==> config.mk <==
export PLATFORM = sky130hd
export DESIGN_NAME = tile_writeback
export DESIGN_NICKNAME = d
export VERILOG_FILES = /design/src/rtl/tile_writeback.sv
export SDC_FILE = /design/constraint.sdc
export NUM_CORES = 2
export LEC_CHECK = 0
export ABC_AREA = 0
export BUFFER_PORTS_ARGS = -buffer_cell sky130_fd_sc_hd__buf_2
export CORE_MARGIN = 8
export CORE_UTILIZATION = 57
export DETAILED_ROUTE_END_ITERATION = 6
export PLACE_DENSITY_LB_ADDON = 0.25
export SETUP_SLACK_MARGIN = 0.2
export SYNTH_ARGS = -nofsm -noshare
export SYNTH_HDL_FRONTEND = slang
export SYNTH_SLANG_ARGS = --single-unit
==> constraint.sdc <==
create_clock -name clk -period 16.75 [get_ports clk]
set_clock_uncertainty 0.2 [all_clocks]
set_input_delay 0.8375 -clock clk [delete_from_list [all_inputs] [get_ports clk]]
set_output_delay 0.8375 -clock clk [all_outputs]
set_load 0.01 [all_outputs]
==> src/rtl/tile_writeback.sv <==
// tile_writeback: 16x16 tile compositor with ping-pong tile buffer and
// frame-buffer writeback over a valid/ready stream.
// Optional feature macro: TILE_WB_ZTEST_EN enables per-pixel depth resolve
// (a write to an already-written pixel lands only if its z is >= the stored z).
// Without the macro, z is not stored and the last write to a pixel wins.
module tile_writeback #(
    parameter int PIXEL_W   = 8,
    parameter int FB_ADDR_W = 19
) (
    input  logic                 clk,
    input  logic                 reset,
    input  logic                 i_pix_we,
    input  logic [7:0]           i_pix_addr,
    input  logic [PIXEL_W-1:0]   i_pix_data,
    input  logic [7:0]           i_pix_z,
    input  logic                 i_sm_render_done,
    input  logic [5:0]           i_done_tile_x,
    input  logic [5:0]           i_done_tile_y,
    output logic                 o_fb_valid,
    output logic [FB_ADDR_W-1:0] o_fb_addr,
    output logic [PIXEL_W-1:0]   o_fb_data,
    input  logic                 i_fb_ready,
    output logic                 o_busy,
    output logic                 o_tile_done,
    output logic                 o_overrun,
    input  logic                 i_overrun_clr
);

    localparam logic [0:0] ST_IDLE  = 1'b0;
    localparam logic [0:0] ST_DRAIN = 1'b1;

    localparam logic [5:0] MAX_TILE_X = 6'd39;
    localparam logic [5:0] MAX_TILE_Y = 6'd29;

    logic [0:0]         state;
    logic               rb;          // render bank; ~rb is the drain bank
    logic [1:0][255:0]  pix_vld;     // per-bank, per-pixel "written this tile" flags
    logic [PIXEL_W-1:0] color_mem [2][256];
`ifdef TILE_WB_ZTEST_EN
    logic [7:0]         z_mem [2][256];
`else
    logic               unused_pix_z;
`endif
    logic [7:0]         beat_k;
    logic [5:0]         tile_x;
    logic [5:0]         tile_y;

    logic               done_accept;
    logic               tile_in_range;
    logic               pix_lands;
    logic               beat_accept;
    logic               drain_bank;
    logic [FB_ADDR_W-1:0] line_idx;
    logic [FB_ADDR_W-1:0] col_idx;

    // Decode completion acceptance, depth test and beat handshake.
    always_comb begin
        // NOTE: every always_comb output gets a default first so no path
        // leaves it unassigned, which would otherwise infer a latch.
        done_accept   = 1'b0;
        tile_in_range = 1'b0;
        pix_lands     = 1'b1;
        beat_accept   = 1'b0;
        // A completion during the o_tile_done cycle is not taken; the FSM
        // only re-arms one cycle later.
        done_accept   = i_sm_render_done && (state == ST_IDLE) && !o_tile_done;
        tile_in_range = (i_done_tile_x <= MAX_TILE_X) && (i_done_tile_y <= MAX_TILE_Y);
`ifdef TILE_WB_ZTEST_EN
        pix_lands     = !pix_vld[rb][i_pix_addr] || (i_pix_z >= z_mem[rb][i_pix_addr]);
`endif
        beat_accept   = o_fb_valid && i_fb_ready;
    end

`ifndef TILE_WB_ZTEST_EN
    assign unused_pix_z = ^i_pix_z;
`endif

    // Control state: FSM, bank select, valid bits, beat counter, status flags.
    always_ff @(posedge clk or posedge reset) begin
        if (reset) begin
            state       <= ST_IDLE;
            rb          <= 1'b0;
            pix_vld     <= '0;
            beat_k      <= '0;
            tile_x      <= '0;
            tile_y      <= '0;
            o_tile_done <= 1'b0;
            o_overrun   <= 1'b0;
        end else begin
            // NOTE: sequential state uses non-blocking assignments so every
            // register samples pre-edge values regardless of statement order.
            o_tile_done <= 1'b0;

            // Shader writes always target the pre-swap render bank.
            if (i_pix_we && pix_lands) begin
                pix_vld[rb][i_pix_addr] <= 1'b1;
            end

            if (done_accept) begin
                rb           <= ~rb;
                pix_vld[~rb] <= '0;
                if (tile_in_range) begin
                    state  <= ST_DRAIN;
                    beat_k <= '0;
                    tile_x <= i_done_tile_x;
                    tile_y <= i_done_tile_y;
                end else begin
                    o_tile_done <= 1'b1;
                end
            end

            if ((state == ST_DRAIN) && beat_accept) begin
                beat_k <= beat_k + 8'd1;
                if (beat_k == 8'd255) begin
                    state       <= ST_IDLE;
                    o_tile_done <= 1'b1;
                end
            end

            // A new overrun takes priority over a simultaneous clear.
            if (i_sm_render_done && !done_accept) begin
                o_overrun <= 1'b1;
            end else if (i_overrun_clr) begin
                o_overrun <= 1'b0;
            end
        end
    end

    // Tile pixel storage; validity is tracked separately in pix_vld.
    always_ff @(posedge clk) begin
        // NOTE: the storage arrays are deliberately not reset; the valid bits
        // gate every read, so stale contents are never observed.
        if (i_pix_we && pix_lands) begin
            color_mem[rb][i_pix_addr] <= i_pix_data;
`ifdef TILE_WB_ZTEST_EN
            z_mem[rb][i_pix_addr]     <= i_pix_z;
`endif
        end
    end

    // Drain beat: linear frame-buffer address and colour from the drain bank.
    assign drain_bank = ~rb;
    assign o_busy     = (state == ST_DRAIN);
    assign o_fb_valid = (state == ST_DRAIN);
    assign line_idx   = FB_ADDR_W'({tile_y, beat_k[7:4]});
    assign col_idx    = FB_ADDR_W'({tile_x, beat_k[3:0]});
    assign o_fb_addr  = o_fb_valid ? (line_idx * FB_ADDR_W'(640) + col_idx) : '0;
    assign o_fb_data  = (o_fb_valid && pix_vld[drain_bank][beat_k])
                        ? color_mem[drain_bank][beat_k] : '0;

endmodule

---- After elaboration in Yosys (flattened, before gate mapping) ----
Memory sizes are Yosys's and may differ from the RTL's.
Cells that the tools add are included.
word-level totals
  register bits after elaboration ......... 536
  memory bits (writable) .................. 4096
  input port bits ......................... 42
  word-level logic and storage cells ...... 85
  memories kept ........................... 1
memories
  memory     depth  width  read ports  clocked after memory_dff  write ports  line  RTL
  color_mem  2      2048   1           0                         1            38    logic [PIXEL_W-1:0] color_mem [2][256];
operators by class
  add/sub/neg operators ................... 2
  multiply operators ...................... 1
  magnitude comparators ................... 12
  eq/ne operators ......................... 1
  multiplexer cells ....................... 34
  bitwise gates (word level) .............. 7
  reduce and logical (&&, ||, !) cells .... 18
operators by type and width
  cell                     count
  $mux W2048               1
  $mux W256                4
  $mux W512                2
  $and A512 B512 Y512      1
  $demux W256 S1           2
  $not A512 Y512           1
  $or A512 B512 Y512       1
  $bmux W8 S8              1
  $demux W8 S8             1
  $mux W8                  7
  $add A19 B10 Y19         1
  $mux W19                 1
  $ge A9 B9 Y1 const B     2
  $lt A8 B9 Y1 const B     2
  $not A8 Y9               2
  $mux W1                  13
  $mul A10 B3 Y12 const B  1
  $logic_and A1 B1 Y1      11
  $lt A9 B1 Y1 const B     1
  $add A8 B1 Y8 const B    1
  $bmux W1 S8              1
  $demux W1 S8             1
  $eq A8 B8 Y1 const B     1
  $ge A8 B1 Y1 const B     1
  8 further kinds          15

---- Logic depth before layout (Yosys ltp) ----
  depth after elaboration ................. 10
  mapped depth ............................ 14
  mapped depth without buffers ............ 11

---- Worst setup path after synthesis ----
Ideal clock, no wire load.
  kind .................................... reg2out
  start point ............................. reg beat_k[5]
  end point ............................... out o_fb_addr[18]
  arrival time ............................ 2717 ps
  required time ........................... 15712 ps
  slack ................................... 12996 ps
  cell stages (with the launch flop) ...... 12
  buffers on the path ..................... 0
  cell sequence ........................... dfrtp_1 -> ha_1 -> ha_1 -> fa_1 -> a21o_1 -> a21oi_1 -> o21bai_1 -> a21oi_1 -> xnor2_1 -> and4_1 -> a211oi_1 -> o21bai_1
between the ends
  longest elaborated chain between the ends .. 3
RTL lines
  what                    line  RTL
  from (decl)             44    logic [7:0] beat_k;
  from (signal assigned)  113   beat_k <= beat_k + 8'd1;
  $mul A10 B3 Y12         147   assign o_fb_addr = o_fb_valid ? (line_idx * FB_ADDR_W'(640) + col_idx) : '0;
  $add A19 B10 Y19        147
  $mux W19                147
  to (decl)               20    output logic [FB_ADDR_W-1:0] o_fb_addr,
No other way between the ends.

---- Worst setup path in the final report ----
  start point ............................. reg beat_k[0]
  end point ............................... out o_fb_data[1]
between the ends
  longest elaborated chain between the ends .. 5
RTL lines
  what                                        line  RTL
  $not A8 Y9 (implied by the code)            149   ? color_mem[drain_bank][beat_k] : '0;
  $bmux W8 S8                                 149
  $mux W8 (implied by the code) (2 in a row)  149
  $mux W8 *                                   149
  to (decl)                                   21    output logic [PIXEL_W-1:0] o_fb_data,
Mark *: on every way between the ends. The rest lies on a longest branch, timed or not. The select of a mux whose other input is x is not followed.

==> qor.txt <==
Fill count: 22024
Synth unique cells: 88
Fin crit share: 55.6%
Total negative slack: 0 ns
Top FF cell, synth: edfxtp_1
Sink Count: 4632
WL per Instance: 34.3 µm
Slew headroom: 0.839%
Most common cell after layout, fill and taps aside: edfxtp_1
Clock buffer count from CTS: 454
F_max: 0.107 GHz
CTS tree: built
Crit Path Class: register to output pin
WL met3: 57800 µm
WP depth: 13
Placed Cells: 13892
Register area share after synthesis: 74.4%
Syn-to-layout area delta: 10.2%
DR vias: 100072
Top delay family on crit path: buffers and inverters
Yosys reg bits: 4632
# IOs: 73
Register Area: 136000 µm²
Peak supply drop: 181 µV
Hold crit path type: input port to register
Gr ovfl total: 0
Crit start category: register
Slew @ Worst Pin: 1.45 ns
Rows: 208
Port Buffers: 64
Maxcap violations: 1
Area occupied by multi-input gates: 42500 µm²
Endpoints failing setup: 0
Max stage delay cell, worst path: nor4_1
Clock tree buffer depth: 4
Wire length of the first global-routing pass: 721000 µm
Die Wd: 583 µm
R2r setup slk: 10.91 ns
Max Slew Vio Count: 0
Outcome: finished with violations
Crit Path Max Fanout: 94
DRC errors left: 56
Crit-path cells: buf_4 -> buf_4 -> buf_12 -> buf_4 -> mux4_2 -> mux2i_1 -> o21ai_0 -> a21oi_1 -> nor4_1 -> a32oi_2 -> buf_4 -> a41oi_1 -> buf_2
Gp weighted congestion: 0.886
R2R cell count: 7
Power density over cell area: 154 nW/µm²
Starting Density: 57.2%
Crit-path most repeated cell: buf_4
1st-pass router iterations: 7
Worst Setup EP: o_fb_data[1]
Syn nets: 10012
Largest net degree at the start of global routing: 127
GRT Util Overall: 29.3%
Fin. Hold Viols: 0
Core area: 321000 µm²
DR vias/cell: 6.77
Setup bufs post-CTS: 0
Share of cells above drive strength 1: 16.4%
CP Data Arrival Time: 8.27 ns
Final worst setup slack: 7.44 ns
Crit path required time: 15.71 ns
Pre-CTS WS: 8.69 ns
Mean post-synth cell area: 18.4 µm²
CP Launch Point: beat_k[0]
Worst r2r src: rb
Die height: 583 µm
Final hold slack: 0.0826 ns
Final net count: 10122
RSZ-0062 raised after global routing: no
Met1 Routed Length: 186000 µm
CTS H-tree lvls: 5
Detail Route Antenna Nets: 0
HPWL Detailed: 300000 µm
Post-synth EDFFs: 4096
Buf+Inv Stages, Crit Path: 6
Clock Tree Root: clkbuf_16
Min Tclk post-route: 9.31 ns
Cell Count, Final, Fillers Out: 14786
Endpoint type of the worst setup path: output pin
Initial antenna violation count: 24
WL final: 507000 µm
Clk_lat worst skew: 0.97 ns
Leak Pwr: 67.6 nW
Worst-path clk slew: 0.06 ns
Die area: 340000 µm²
Metal2 WL: 234000 µm
Number of global-route vias before repair: 99659
RR Endpoint: pix_vld[15]
Failing checks: design-rule violations, max-capacitance violations
Commonest non-fill, non-tap cells in the layout: edfxtp_1 (4096), nor2_1 (1110), mux2i_1 (981), mux4_2 (636), dfrtp_1 (527)
Largest stage delay on the critical path: 1.05 ns
Synth Instances: 9948
Top sig layer: met5
Initial DRC Count: 14231
Cell Area, Synth: 183000 µm²
Post-synth ARST share: 11.6%
Synth warn: 0
[final cells by class]
type	instances	area share, %
flip-flops and latches	4632	67.6
clock buffers	606	6.19
multi-input cells	4652	21.1
inverters	13	0.0359
diodes	17	0.0211
well taps	4305	2.67
clock inverters	256	1.28
repair buffers	305	1.20
[registers in the layout (all words and copies together), names as in the netlist]
signal       flops
beat_k           8
tile_y           6
o_busy           1
pix_vld        512
tile_x           6
color_mem     4096
o_overrun        1
o_tile_done      1
rb               1
[cells in the mapped netlist, drive strengths merged, types with 12 or more instances]
cell / count / area share (%)
a2111oi: 14 / 0.074
a211o: 13 / 0.062
a211oi: 26 / 0.11
a21o: 23 / 0.094
a21oi: 223 / 0.61
a221oi: 189 / 0.92
a22oi: 80 / 0.33
a31oi: 14 / 0.048
and2: 12 / 0.042
buf: 350 / 1.8
clkbuf: 301 / 0.64
dfrtp: 536 / 7.3
edfxtp: 4096 / 67
ha: 20 / 0.14
mux2: 28 / 0.17
mux2i: 981 / 5.4
mux4: 665 / 8.2
nand2: 142 / 0.29
nand3: 47 / 0.13
nand4: 19 / 0.065
nor2: 1116 / 2.3
nor2b: 21 / 0.072
o211ai: 73 / 0.30
o21a: 231 / 0.95
o21ai: 222 / 0.61
o21ba: 14 / 0.076
o221ai: 249 / 1.2
o22ai: 98 / 0.33
[per-layer routing]
metal  vias to the layer above  global-route usage, %
met5                         -                      0
met4                        10                   14.3
met3                      1252                   6.89
met2                      6368                   45.2
met1                     52069                   39.8
li1                      40373                      -
[worst min-delay path by stage]
stage | slack, ns | end | cells past startpoint | startpoint
after floorplan | 0.24 | pix_vld[493] | 1 | pix_vld[493]
after global placement | 0.25 | pix_vld[505] | 1 | pix_vld[505]
after detailed placement | 0.26 | pix_vld[499] | 1 | pix_vld[499]
after CTS | 0.04 | beat_k[3] | 3 | i_fb_ready
after global routing | 0.07 | color_mem[1][1204] | 1 | i_pix_data[4]
final | 0.08 | color_mem[1][1204] | 1 | i_pix_data[4]
[worst register-to-register path, cell delays in order (launching register included)]
cell and delay [ns]:
dfrtp_4 0.73, buf_4 0.49, buf_4 0.67, buf_4 0.78, and3_4 0.84, buf_4 0.86
buf_12 0.76, o21ba_2 0.40
[cells by family after synthesis]
logic type | count (synthesis) | share of synthesized area (%)
compound gates | 1522 | 5.97
xor+xnor | 15 | 0.0717
fa+ha+maj | 22 | 0.158
buf+inv | 664 | 2.50
flops | 4632 | 74.4
mux | 1674 | 13.8
simple gates | 1419 | 3.11
[repair_timing]
item                      4_1_cts  5_1_grt
hold buffers                   15        0
gates resized for setup         0        0
hold endpoints to repair       97        0
[power breakdown]
part / switching [mW] / internal (mW)
logic: 5.08 / 2.86
registers: 0.136 / 12.7
clock network: 4.35 / 5.94
total: 9.57 / 21.5
[stage by stage]
stage	total power, mW	util, %	area (µm²)
floorplan	18.4	-	183000
global placement	20.8	58.2	187000
detailed placement	20.9	58.2	187000
CTS	31.0	63.0	202000
global route	31.8	63.0	202000
finish	31.0	63.0	202000
(Power assumes the default switching activity.)
